==> src/rtl/fir_par_to_serial.sv <==
// fir_par_to_serial
//   Takes one LANES-wide block of parallel FIR results per input handshake,
//   buffers up to DEPTH blocks, and re-emits the samples one per output beat,
//   lane 0 first. The head block stays in the FIFO while it drains, so its
//   slot is released on the same edge that its last lane enters the output
//   register.
//   Optional feature macro: SAT_ROUND_EN. When it is defined, each sample is
//   rounded half-up, shifted right by FRAC_SHIFT and saturated to OUT_W bits
//   as it loads into the output register. When it is undefined, raw lane
//   values pass through unchanged.
module fir_par_to_serial #(
    parameter int LANES      = 3,
    parameter int IN_W       = 40,
    parameter int DEPTH      = 4,
    parameter int OUT_W      = 16,
    parameter int FRAC_SHIFT = 15
) (
    input  logic                         clk,
    input  logic                         rst_n,
    input  logic                         flush,
    input  logic                         in_valid,
    output logic                         in_ready,
    input  logic [LANES*IN_W-1:0]        in_data,
    output logic                         out_valid,
    input  logic                         out_ready,
    output logic signed [IN_W-1:0]       out_data,
    output logic [$clog2(LANES)-1:0]     out_lane,
    output logic                         out_last,
    output logic [$clog2(DEPTH+1)-1:0]   level
);

    localparam int LANE_W = $clog2(LANES);
    localparam int PTR_W  = $clog2(DEPTH);
    localparam int LVL_W  = $clog2(DEPTH+1);

    localparam logic [LANE_W-1:0] LAST_LANE = LANE_W'(LANES - 1);
    localparam logic [LVL_W-1:0]  DEPTH_LVL = LVL_W'(DEPTH);

    // Reject configurations the pointer and saturation arithmetic cannot handle.
    if (LANES < 2 || DEPTH < 2 || (DEPTH & (DEPTH - 1)) != 0 ||
        FRAC_SHIFT < 1 || OUT_W < 2 || OUT_W > IN_W) begin : g_bad_param
        $error("fir_par_to_serial: unsupported parameter combination");
    end

`ifdef SAT_ROUND_EN
    // Half-LSB offset for round-half-up, plus saturation bounds, all at IN_W+1 bits.
    localparam logic signed [IN_W:0] RND     = (IN_W+1)'(1) << (FRAC_SHIFT - 1);
    localparam logic signed [IN_W:0] SAT_MAX = $signed({{(IN_W+2-OUT_W){1'b0}}, {(OUT_W-1){1'b1}}});
    localparam logic signed [IN_W:0] SAT_MIN = $signed({{(IN_W+2-OUT_W){1'b1}}, {(OUT_W-1){1'b0}}});

    function automatic logic signed [IN_W-1:0] sat_round(input logic signed [IN_W-1:0] x);
        logic signed [IN_W:0] sum;
        logic signed [IN_W:0] shr;
        sum = $signed({x[IN_W-1], x}) + RND;
        shr = sum >>> FRAC_SHIFT;
        if (shr > SAT_MAX) begin
            shr = SAT_MAX;
        end else if (shr < SAT_MIN) begin
            shr = SAT_MIN;
        end
        // The clamped value fits in OUT_W bits, so its low IN_W bits are already sign-extended.
        return shr[IN_W-1:0];
    endfunction
`endif

    logic [LANES*IN_W-1:0]   fifo_mem [DEPTH];
    logic [PTR_W-1:0]        wr_ptr;
    logic [PTR_W-1:0]        rd_ptr;
    logic [LANE_W-1:0]       lane_cnt;
    logic                    wr_en;
    logic                    load;
    logic                    pop;
    logic signed [IN_W-1:0]  head_lane;
    logic signed [IN_W-1:0]  load_data;

    // in_ready depends only on occupancy, never on out_ready.
    assign in_ready = (level < DEPTH_LVL);
    assign wr_en    = in_valid && in_ready && !flush;
    assign load     = (!out_valid || out_ready) && (level != '0) && !flush;
    assign pop      = load && (lane_cnt == LAST_LANE);

    // Pick the lane of the head block that the output register loads next.
    always_comb begin
        head_lane = '0;
        for (int k = 0; k < LANES; k++) begin
            if (lane_cnt == LANE_W'(k)) begin
                head_lane = $signed(fifo_mem[rd_ptr][k*IN_W +: IN_W]);
            end
        end
    end

`ifdef SAT_ROUND_EN
    assign load_data = sat_round(head_lane);
`else
    assign load_data = head_lane;
`endif

    // Block storage; data only, so no reset.
    always_ff @(posedge clk) begin
        if (wr_en) begin
            fifo_mem[wr_ptr] <= in_data;
        end
    end

    // FIFO pointers, occupancy and the lane counter of the head block.
    always_ff @(posedge clk or negedge rst_n) begin
        if (!rst_n) begin
            wr_ptr   <= '0;
            rd_ptr   <= '0;
            level    <= '0;
            lane_cnt <= '0;
        end else if (flush) begin
            wr_ptr   <= '0;
            rd_ptr   <= '0;
            level    <= '0;
            lane_cnt <= '0;
        end else begin
            if (wr_en) begin
                wr_ptr <= wr_ptr + PTR_W'(1);
            end
            if (pop) begin
                rd_ptr <= rd_ptr + PTR_W'(1);
            end
            if (load) begin
                lane_cnt <= pop ? '0 : lane_cnt + LANE_W'(1);
            end
            case ({wr_en, pop})
                2'b10:   level <= level + LVL_W'(1);
                2'b01:   level <= level - LVL_W'(1);
                default: level <= level;
            endcase
        end
    end

    // Serial output stage: holds its sample through a stall, refills on acceptance.
    always_ff @(posedge clk or negedge rst_n) begin
        if (!rst_n) begin
            out_valid <= 1'b0;
            out_data  <= '0;
            out_lane  <= '0;
            out_last  <= 1'b0;
        end else if (flush) begin
            out_valid <= 1'b0;
        end else if (load) begin
            out_valid <= 1'b1;
            out_data  <= load_data;
            out_lane  <= lane_cnt;
            out_last  <= (lane_cnt == LAST_LANE);
        end else if (out_ready) begin
            out_valid <= 1'b0;
        end
    end

endmodule

==> config.mk <==
export PLATFORM = sky130hd
export DESIGN_NAME = fir_par_to_serial
export DESIGN_NICKNAME = d
export VERILOG_FILES = /design/src/rtl/fir_par_to_serial.sv
export SDC_FILE = /design/constraint.sdc
export NUM_CORES = 1
export LEC_CHECK = 0
export ABC_CLOCK_PERIOD_IN_PS = 5600
export CORE_MARGIN = 8
export CORE_UTILIZATION = 45
export CTS_CLUSTER_DIAMETER = 40
export DETAILED_ROUTE_END_ITERATION = 10
export SLEW_MARGIN = 5
export SYNTH_ARGS = -nofsm -noshare
export SYNTH_HDL_FRONTEND = slang
export SYNTH_SLANG_ARGS = --single-unit
export TNS_END_PERCENT = 100
==> constraint.sdc <==
create_clock -name clk -period 5.6 [get_ports clk]
set_input_delay 0.84 -clock clk [delete_from_list [all_inputs] [get_ports clk]]
set_output_delay 0.84 -clock clk [all_outputs]
set_load 0.01 [all_outputs]
==> results.yml, run 1 <==
pwr:
  power_frac_comb: 0.100
  clkPwrFrac: 0.428
  static-leakage-power_nw: 7.88
  switching_share: 0.223
  max-vdd-ir-drop_mv: 0.222
  power_mw: 10.1
  seqPwrFrac: 0.472
  p_int_mw: 7.83
  power.switching_mw: 2.24
  power_density_nw_per_um2: 405
yosys:
  syn_nets: 1160
  ys_seq_area_frac: 0.775
  syn_avg_cell_area_um2: 19.7
  synth-edff-count: 480
  synth_top_flop_cell: "edfxtp_1"
  async_flop_share: 0.0994
  syn_inst: 1030
  ys_ff_latch: 533
  ys_warn_count: 0
  synth.distinct_cells: 49
  syn_area_um2: 20300
clock_network:
  hold_buffers: 0
  post-cts-setup-buffers: 0
  cts_tree: "yes"
  clkTransAtPathRegs_ns: 0.06
  ctsHtreeMaxLevel: 3
  cts-root-buf: "clkbuf_16"
  cts_sinks: 533
  cts_resized: 0
  clock_path_buffers: 3
  clk_latency_ns: 0.57
  numCtsBuffers: 67
die:
  io_pins: 173
  dieWidth_um: 228
  design.core.area_um2: 45000
  die_h_um: 228
  die_area_um2: 52200
  start_util: 0.451
  rows: 78
route:
  antenna_left: 0
  drtIter0Drc: 746
  drc: 0
  drtPass1Iterations: 8
  drt-total-wl_um: 44400
  via_per_inst: 5.48
  wl_per_cell_um: 23.7
  via_count: 10300
grt:
  grt_max_degree: 121
  grtUsageTotal: 0.169
  antenna_found_initial: 2
  gr-total-overflow: 0
  grt_pass1_vias: 10700
  grt_pass1_wl_um: 67600
timing:
  rsz0062_at_grt: "no"
  fin_crit_ns: 3.10
  fin_ws_ns: 2.50
  hold_viol_final: 0
  max_slew_margin: 0.249
  skew_ns: 0.0141
  finalSetupViolCount: 0
  period_share: 0.554
  fmax_ghz: 0.322
  finalSetupTns_ns: 0
  slew_viol_final: 0
  tightest_slew_ns: 1.13
setup_path:
  crit_arrival_ns: 3.35
  rr_startpoint: "level[2]"
  path_cells: "clkdlybuf4s50_1 -> nor2b_1 -> and3_4 -> buf_4"
  path_class: "in -> reg"
  critPathRequiredTime_ns: 5.84
  cp_max_fo: 60
  crit_slowest_cell: "and3_4"
  reg2reg_depth: 3
  max_stage_delay_ns: 0.99
  cp-start-kind: "primary input"
  end_kind: "register"
  worst-r2r-setup-slack_ns: 2.85
  timing.rr.end: "fifo_mem[0][116]"
layout:
  layout_common_cells: "edfxtp_1, clkdlybuf4s50_1, mux2i_1"
  final_area_um2: 24900
  drive_above_1_share: 0.153
  synthToLayoutAreaGrowth_pct: 22.4
  n_antenna_cell: 0
  final_nets: 1357
  layout_commonest_cell: "edfxtp_1"
flow_run:
  max_cap_viol_count: 0
status:
  status: "completed"
placed_design:
  place_area_um2: 22600
  portBuffers: 172
  finalWeightedCongestion: 0.727
  hpwl_um: 25200
  dp_slack_ns: 1.89
min_path:
  hp-class: "in -> async"
## critical path, delay by kind of cell
kind	cells	cell delay, ns
simple gates	2	1.57
buf+inv	2	0.91
## cell families (layout without fill, tap and decap cells)
logic type               count (synthesis)  after routing  synth area share
multiplexers                           187            187             0.128
adder cells (fa/ha/maj)                  5              5           0.00345
AO/OA/AOI/OAI                          182            182            0.0555
XOR/XNOR                                 1              1          0.000432
AND/OR/NAND/NOR                         57             57            0.0161
buffers and inverters                   65            312            0.0213
flip-flops                             533            533             0.775
## synthesized netlist by cell type, types with 2 or more instances
master | count | share of area
o21ai_1 | 35 | 0.0086
mux2_2 | 9 | 0.0050
inv_1 | 4 | 0.00074
buf_12 | 2 | 0.0020
buf_4 | 10 | 0.0037
a22oi_1 | 38 | 0.014
nand2b_1 | 4 | 0.0012
buf_2 | 23 | 0.0057
nand2_1 | 21 | 0.0039
nor3_1 | 3 | 0.00074
clkbuf_2 | 2 | 0.00049
and3_1 | 4 | 0.0012
clkbuf_1 | 11 | 0.0020
nor2b_1 | 5 | 0.0015
edfxtp_1 | 480 | 0.71
ha_1 | 4 | 0.0025
a21oi_1 | 31 | 0.0076
o21ai_0 | 18 | 0.0044
buf_6 | 10 | 0.0055
a22o_1 | 2 | 0.00086
mux4_2 | 57 | 0.063
nor2_1 | 7 | 0.0013
a31oi_1 | 2 | 0.00062
o22ai_1 | 39 | 0.012
a221oi_1 | 10 | 0.0043
a211oi_1 | 2 | 0.00074
nand3_1 | 2 | 0.00049
dfrtp_1 | 53 | 0.065
buf_1 | 2 | 0.00037
mux2i_1 | 121 | 0.060
## worst max path at each step
stage	startpoint	end	slack, ns	depth (start not counted)
after floorplan	in_valid	fifo_mem[0][0]	1.03	3
after global placement	flush	fifo_mem[0][73]	1.94	4
after detailed placement	flush	out_data[15]	1.89	5
after CTS	in_valid	fifo_mem[0][114]	2.49	4
after global routing	flush	out_data[15]	2.25	5
final	in_valid	fifo_mem[0][116]	2.50	4
## final cells by class
type                    instances  area, um2
fillers                      3398      20100
clock inverters                31        368
well taps                     600        751
inverters                       4       15.0
repair buffers                189       1910
clock buffers                  88       1890
multi-input cells             432       4170
flip-flops and latches        533      15700
## registers in the layout (all words and copies together), names as in the netlist
register,cells
out_lane,2
fifo_mem,480
level,3
wr_ptr,2
rd_ptr,2
out_valid,1
lane_cnt,2
out_data,40
out_last,1
## stage by stage
step	instances	utilization	hold WS, ns
2_1_floorplan	1030	-	0.510
3_3_place_gp	1758	0.502	0.463
3_5_place_dp	1758	0.502	0.482
4_1_cts	1877	0.553	0.434
5_1_grt	1877	0.553	0.461
6_report	1877	0.553	0.408
## metal layers
| layer | vias up | GRT usage | part of all wire | routed length, um |
|---|---|---|---|---|
| met5 | - | 0 | 0.00063 | 28 |
| met4 | 4 | 0.0503 | 0.019 | 825 |
| met3 | 67 | 0.0377 | 0.055 | 2450 |
| met2 | 284 | 0.267 | 0.48 | 21200 |
| met1 | 5316 | 0.234 | 0.45 | 20000 |
| li1 | 4612 | - | - | - |
## power by group through the flow
stage	Sequential (mW)	Clock [mW]	Combinational [mW]
5_1_grt	4.77	4.55	1.10
3_3_place_gp	4.83	0	1.01
4_1_cts	4.76	4.40	1.03
6_report	4.75	4.31	1.01
3_5_place_dp	4.83	0	1.03
2_1_floorplan	4.85	0	0.391
Note: power is estimated with default switching activity, not from simulation.
==> run 2: changes to the inputs <==
--- a/config.mk
+++ b/config.mk
@@ -5,7 +5,7 @@
 export SDC_FILE = /design/constraint.sdc
 export NUM_CORES = 1
 export LEC_CHECK = 0
-export ABC_CLOCK_PERIOD_IN_PS = 5600
+export ABC_CLOCK_PERIOD_IN_PS = 2900
 export CORE_MARGIN = 8
 export CORE_UTILIZATION = 45
 export CTS_CLUSTER_DIAMETER = 40
==> constraint.sdc (replaced) <==
create_clock -name clk -period 2.9 [get_ports clk]
set_input_delay 0.435 -clock clk [delete_from_list [all_inputs] [get_ports clk]]
set_output_delay 0.435 -clock clk [all_outputs]
set_load 0.01 [all_outputs]
==> results.yml, run 2 (synthesis results as in run 1) <==
timing:
  period_share: 0.805
  rsz0062_at_grt: "no"
  tightest_slew_ns: 0.691
  hold_viol_final: 0
  fmax_ghz: 0.428
  fin_crit_ns: 2.34
  slew_viol_final: 0
  skew_ns: 0.0140
  finalSetupViolCount: 0
  max_slew_margin: 0.536
  finalSetupTns_ns: 0
grt:
  grt_pass1_vias: 10700
  use_met1: 0.234
  busiest_layer: "met2"
  grt_pass1_wl_um: 68000
  grt_max_degree: 79
  grtUsageTotal: 0.172
  grtUsageMet3: 0.0428
  antenna_found_initial: 5
  gr-total-overflow: 0
  grt.met2_usage: 0.272
setup_path:
  reg2reg_depth: 6
  crit_buf_inv: 0
  critical-path-top-delay-family: "simple AND/OR/NAND/NOR gates"
  crit_slowest_cell: "or4_1"
  end_kind: "register"
  crit_arrival_ns: 2.82
  path_cells: "or3_4 -> nand4_4 -> nor2_1 -> fa_1 -> or4_1 -> a31oi_1"
  timing.rr.end: "level[2]"
  critPathRequiredTime_ns: 3.38
  cp-start-kind: "register"
  max_stage_delay_ns: 0.53
  rr_startpoint: "level[2]"
  cp_max_fo: 8
  worst-r2r-setup-slack_ns: 0.56
  path_class: "reg -> reg"
route:
  via_count: 10300
  drt-total-wl_um: 45000
  drtPass1Iterations: 5
  drtIter0Drc: 716
  wl_per_cell_um: 23.6
  via_per_inst: 5.41
  antenna_left: 0
  drc: 0
flow_run:
  max_cap_viol_count: 0
layout:
  largest_register_ffs: 480
  layout_common_cells: "edfxtp_1, clkdlybuf4s50_1, mux2i_1"
  drive_above_1_share: 0.182
  final_area_um2: 25300
  final_nets: 1388
  reg_top3: "fifo_mem (480), out_data (40), level (3)"
  top_register: "fifo_mem"
  post-route-util: 0.563
  n_antenna_cell: 0
  layout_commonest_cell: "edfxtp_1"
  synthToLayoutAreaGrowth_pct: 24.8
pwr:
  static-leakage-power_nw: 8.12
  power_density_nw_per_um2: 786
  max-vdd-ir-drop_mv: 0.379
die:
  die_h_um: 228
  io_pins: 173
  rows: 78
  design.core.area_um2: 45000
  die_area_um2: 52200
  start_util: 0.451
  dieWidth_um: 228
clock_network:
  cts_tree: "yes"
  numCtsBuffers: 70
  cts-root-buf: "clkbuf_16"
  cts_sinks: 533
  clkTransAtPathRegs_ns: 0.05
  hold_buffers: 1
  clock_path_buffers: 3
  ctsHtreeMaxLevel: 3
  clk_latency_ns: 0.57
  cts_resized: 0
  post-cts-setup-buffers: 0
status:
  status: "completed"
min_path:
  hp-class: "in -> async"
placed_design:
  place_area_um2: 22900
  hpwl_um: 27500
  finalWeightedCongestion: 0.805
  portBuffers: 172
==> run 2: cell types whose count changed in the layout (fill, tap and decap cells not counted), sizes merged <==
cell	delta
inv	+3
clkinv	-1
dlygate4sd3	+1
clkbuf	-3
clkinvlp	+3
buf	+27
bufinv	+3
==> run 2: through the flow <==
stage          hold slack [ns]  power [mW]  setup WS, ns  instances
2_1_floorplan            0.139        10.1        0.0658       1030
4_1_cts                  0.371        20.1         0.581       1910
3_5_place_dp             0.436        11.4         0.454       1785
5_1_grt                  0.401        20.6         0.470       1910
6_report                 0.388        19.9         0.565       1910
3_3_place_gp             0.429        11.4         0.455       1785
==> run 2: power breakdown <==
part / leakage, nW / internal [mW] / switching, mW
clock network: 1.16 / 5.55 / 3.16
registers: 5.03 / 8.88 / 0.283
logic: 1.93 / 1.03 / 0.996
total: 8.12 / 15.5 / 4.44
==> run 2: how the worst max path moves through the flow <==
stage	from	slack, ns	cells after the start	endpoint
floorplan	level[2]	0.07	3	fifo_mem[0][0]
global placement	in_valid	0.46	5	fifo_mem[3][115]
detailed placement	in_valid	0.45	5	fifo_mem[3][102]
CTS	level[2]	0.58	6	level[2]
global route	level[2]	0.47	6	level[2]
finish	level[2]	0.56	6	level[2]
==> run 2: final cells by class <==
| class | instances | area (um2) |
|---|---|---|
| Clock buffer | 85 | 1880 |
| Clock inverter | 39 | 509 |
| Fill cell | 3349 | 19700 |
| Inverter | 4 | 15.0 |
| Multi-Input combinational cell | 432 | 4180 |
| Sequential cell | 533 | 15700 |
| Tap cell | 600 | 751 |
| Timing Repair Buffer | 217 | 2250 |
==> run 2: routing by layer <==
| metal | part of all wire | wire, um | vias up |
|---|---|---|---|
| met1 | 0.45 | 20100 | 5304 |
| met5 | 0.0016 | 72 | - |
| li1 | - | - | 4680 |
| met4 | 0.015 | 676 | 10 |
| met2 | 0.47 | 21400 | 293 |
| met3 | 0.064 | 2880 | 54 |
==> run 3: changes to the inputs <==
--- a/config.mk
+++ b/config.mk
@@ -5,11 +5,12 @@
 export SDC_FILE = /design/constraint.sdc
 export NUM_CORES = 1
 export LEC_CHECK = 0
-export ABC_CLOCK_PERIOD_IN_PS = 2900
+export ABC_CLOCK_PERIOD_IN_PS = 2000
 export CORE_MARGIN = 8
 export CORE_UTILIZATION = 45
 export CTS_CLUSTER_DIAMETER = 40
 export DETAILED_ROUTE_END_ITERATION = 10
+export PLACE_DENSITY = 0.67
 export SLEW_MARGIN = 5
 export SYNTH_ARGS = -nofsm -noshare
 export SYNTH_HDL_FRONTEND = slang
==> constraint.sdc (replaced) <==
create_clock -name clk -period 2 [get_ports clk]
set_input_delay 0.3 -clock clk [delete_from_list [all_inputs] [get_ports clk]]
set_output_delay 0.3 -clock clk [all_outputs]
set_load 0.01 [all_outputs]
==> results.yml, run 3 (synthesis results as in run 1) <==
setup_path:
  crit_slowest_cell: "or4_1"
  critical-path-top-delay-family: "simple AND/OR/NAND/NOR gates"
  crit_cells: 6
  cp_max_fo: 2
  path_cells: "or3_4 -> nand4_4 -> nor2_2 -> fa_2 -> or4_1 -> a31oi_1"
  crit_arrival_ns: 2.47
  max_stage_delay_ns: 0.46
  reg2reg_depth: 6
  path_class: "reg -> reg"
  critPathRequiredTime_ns: 2.46
  cp-start-kind: "register"
  crit_buf_inv: 0
  end_kind: "register"
route:
  drc: 0
  wl_per_cell_um: 23.1
  antenna_left: 0
  via_per_inst: 5.48
  via_count: 10600
  drtPass1Iterations: 5
  drt-total-wl_um: 44800
  drtIter0Drc: 811
die:
  design.core.area_um2: 45000
  die_h_um: 228
  rows: 78
  dieWidth_um: 228
  start_util: 0.451
  io_pins: 173
  die_area_um2: 52200
layout:
  largest_register_ffs: 480
  synthToLayoutAreaGrowth_pct: 25.9
  reg_top3: "fifo_mem (480), out_data (40), level (3)"
  multi_input_area_um2: 4180
  drive_above_1_share: 0.200
  layout.cells.non_filler: 1938
  final_nets: 1417
  layout_common_cells: "edfxtp_1, clkdlybuf4s50_1, mux2i_1"
  layout_commonest_cell: "edfxtp_1"
  fill_cells: 3365
  top_register: "fifo_mem"
  ff_latch_area_um2: 15800
placed_design:
  dp_cells: 1815
  dp_slack_ns: -0.183
  finalWeightedCongestion: 0.775
  hpwl_um: 28100
  portBuffers: 172
clock_network:
  numCtsBuffers: 66
  cts_sinks: 533
  clock_path_buffers: 3
  clk_latency_ns: 0.58
  ctsHtreeMaxLevel: 3
  cts_tree: "yes"
  clkTransAtPathRegs_ns: 0.06
  cts-root-buf: "clkbuf_16"
grt:
  grtUsageTotal: 0.170
  grt_max_degree: 37
  grt_pass1_vias: 11300
  antenna_found_initial: 3
  gr-total-overflow: 0
  grt_pass1_wl_um: 68500
timing:
  fmax_ghz: 0.498
  fin_hold_ws_ns: 0.239
  max_slew_margin: 0.646
  finalSetupTns_ns: -0.00778
  hold_viol_final: 0
  fin_ws_ns: -0.00778
  skew_ns: 0.0259
  tightest_slew_ns: 0.531
  fin_crit_ns: 2.01
  period_share: 1.00
  slew_viol_final: 0
  finalSetupViolCount: 1
  rsz0062_at_grt: "yes"
status:
  violations: "setup timing"
  status: "finished with violations"
flow_run:
  max_cap_viol_count: 0
min_path:
  hp-class: "in -> async"
pwr:
  max-vdd-ir-drop_mv: 0.634
  static-leakage-power_nw: 8.22
  power_density_nw_per_um2: 1100
-- run 3: path summary, 6_finish.rpt --
kind / startpoint / endpoint / slack (ns)
worst max-delay path: level[2] / level[2] / -0.008
worst min-delay path: rst_n / out_data[34] / 0.24
worst max register to register: level[2] / level[2] / -0.008
worst min register to register: out_data[22] / out_data[22] / 0.49
max in group asynchronous: rst_n / out_data[6] / 1.20
min in group clk: in_data[7] / fifo_mem[1][7] / 0.37
-- run 3: metrics by stage --
| stage | instance area (um2) | power [mW] | utilization |
|---|---|---|---|
| after floorplan | 20300 | 14.6 | - |
| after global placement | 23300 | 16.5 | 0.519 |
| after detailed placement | 23300 | 16.6 | 0.519 |
| after CTS | 25500 | 28.3 | 0.568 |
| after global routing | 25600 | 29.0 | 0.568 |
| final | 25600 | 28.0 | 0.568 |
-- run 3: power breakdown --
| group | internal (mW) | total [mW] | switching, mW |
|---|---|---|---|
| combinational | 1.61 | 3.09 | 1.48 |
| clock | 7.17 | 11.7 | 4.51 |
| sequential | 12.9 | 13.3 | 0.396 |
| total | 21.6 | 28.0 | 6.39 |
-- run 3: final cells by class --
| class | instances | share of cell area |
|---|---|---|
| Clock inverter | 33 | 0.0147 |
| Timing Repair Buffer | 250 | 0.104 |
| Multi-Input combinational cell | 432 | 0.164 |
| Inverter | 4 | 0.000587 |
| Antenna cell | 1 | 0.0000979 |
| Clock buffer | 85 | 0.0711 |
| Sequential cell | 533 | 0.616 |
| Tap cell | 600 | 0.0294 |
-- run 3: timing repair --
item | in CTS | in global routing
pin swaps | 3 | 1
buffers inserted | 0 | 3
hold endpoints to repair | 26 | 0
gates cloned | 0 | 0
hold buffers | 1 | 0
endpoints found under the setup margin | 2 | 6
gates resized for setup | 1 | 0
-- run 3: layer usage --
metal	global-route usage	wire length [um]
met1	0.226	19400
met2	0.278	22000
met3	0.0390	2500
met4	0.0515	812
met5	0	20
==> edit, RTL diff (config.mk and constraints of run 1) <==
Change the parameter `LANES` from 3 to 2.
--- a/src/rtl/fir_par_to_serial.sv
+++ b/src/rtl/fir_par_to_serial.sv
@@ -9,7 +9,7 @@
 //   as it loads into the output register. When it is undefined, raw lane
 //   values pass through unchanged.
 module fir_par_to_serial #(
-    parameter int LANES      = 3,
+    parameter int LANES      = 2,
     parameter int IN_W       = 40,
     parameter int DEPTH      = 4,
     parameter int OUT_W      = 16,
Ports: changed (resized in_data and out_lane); port bits go from 173 to 132. No check against the original RTL was run, so the function may have changed too.
==> edit against run 1 <==
Via count down 26%; first-iteration DRC count fell by 29%; sequential cell count shrank 163; total power fell by 22%; routed wire length is 33% lower; worst setup slack gained 0.18 ns; final area down 29%; area after synthesis is 30% lower; critical endpoint is now fifo_mem[1][45]; largest cell class unchanged.
==> edit: results (changes against run 1) <==
[timing]
fmax_mhz=342  ; was 322 MHz
hold-worst-slack_ns=0.453  ; was 0.408 ns
skew_ns=0.0148  ; was 0.0141 ns
tightest_slew_ns=1.26  ; was 1.13 ns

[status]
run_status=finished, final reports clean  ; unchanged

[critical_path]
reg2reg_to=fifo_mem[1][45]  ; was fifo_mem[0][116]
reg2reg_depth=4  ; was 3
cp.arrival_ns=3.13  ; was 3.35 ns
reg2reg_slack_ns=3.06  ; was 2.85 ns
critPathLaunch=flush  ; was in_valid
path_max_fanout=55  ; was 60

[synth]
synth.distinct_cells=32  ; was 49
ys_seq_area_share_pct=76.3  ; was 77.5%
synth_edf_count=320  ; was 480
syn_nets=928  ; was 1160
synth_area_leaders=edfxtp_1 68%, mux2i_1 11%, dfrtp_1 8.8%, a22oi_1 4.2%, nand2_1 2.2%  ; was edfxtp_1 71%, dfrtp_1 6.5%, mux4_2 6.3%, mux2i_1 6.0%, a22oi_1 1.4%
synthCells=838  ; was 1030
netlist_top_cells_count=320 x edfxtp_1, 161 x mux2i_1, 84 x nand2_1, 80 x a22oi_1, 50 x dfrtp_1  ; was 480 x edfxtp_1, 121 x mux2i_1, 57 x mux4_2, 53 x dfrtp_1, 39 x o22ai_1
synth_async_sr_flop_share_pct=13.5  ; was 9.94%

[clocking]
htree_levels=2  ; was 3
numCtsBuffers=47  ; was 67
cts_buffer_depth=3  ; unchanged
clkLatencyLatePin_ns=0.54  ; was 0.57 ns

[placement]
dpl.hpwl_microns=16800  ; was 25200 microns
portBuffers=131  ; was 172
gp_congestion=0.738  ; was 0.727
place_area_sq_um=15900  ; was 22600 sq um
dp.cells=1333  ; was 1758
pre_cts_ws_ns=2.05  ; was 1.89 ns

[power_and_ir_drop]
vdd_drop_max_mv=0.293  ; was 0.222 mV
p_sw_share_pct=25.0  ; was 22.3%
comb_cell_power_mw=1.33  ; was 1.01 mW
powerSeq_mw=3.35  ; was 4.75 mW
intPower_mw=5.86  ; was 7.83 mW
p_leak_nw=6.03  ; was 7.88 nW

[grt]
grt_max_degree=146  ; was 121
grt_pass1_wl_microns=46100  ; was 67600 microns
antenna_found_initial=1  ; was 2
grt_pass1_vias=7776  ; was 10700
track_usage_pct=15.6  ; was 16.9%

[cells_and_area]
fillers=2443  ; was 3398
final_nets=1070  ; was 1357
top_regs=fifo_mem x320, out_data x40, level x3  ; was fifo_mem x480, out_data x40, level x3
drive_gt1_share_pct=10.0  ; was 15.3%

[routing]
drt_pass1_iterations=5  ; was 8
wl_per_cell_microns=20.9  ; was 23.7 microns
first_iter_violations=529  ; was 746
routed_wl_microns=29600  ; was 44400 microns

[worst_hold_path]
hp-class=in -> async  ; unchanged

-- edit: critical path: stages --
cell	delay [ns]
clkdlybuf4s50_1	0.67
nor2_1	0.35
and2_4	0.72
buf_4	0.46
-- edit: cells by family (layout without fill, tap and decap cells) --
family                   count (synthesis)  in the layout  synth area share, %
XOR/XNOR                                 3              3                0.185
adder cells (fa/ha/maj)                  5              5                0.492
AO/OA/AOI/OAI                           90             90                 4.63
buffers and inverters                   51            231                 1.98
flip-flops                             370            370                 76.3
AND/OR/NAND/NOR                        158            158                 5.07
multiplexers                           161            161                 11.3
-- edit: metal layers --
layer / GRT usage (%) / part of all wire [%]
met1: 21.3 / 46
met2: 25.1 / 47
met3: 3.02 / 4.7
met4: 4.61 / 2.2
met5: 0 / 0.037
-- edit: area by class of cell --
type                    instances  area [sq um]  area share (%)
flip-flops and latches        370         10900            61.8
multi-input cells             417          3130            17.8
repair buffers                140          1390            7.89
clock buffers                  51          1200            6.84
well taps                     402           503            2.86
clock inverters                36           474            2.70
inverters                       4          15.0          0.0854
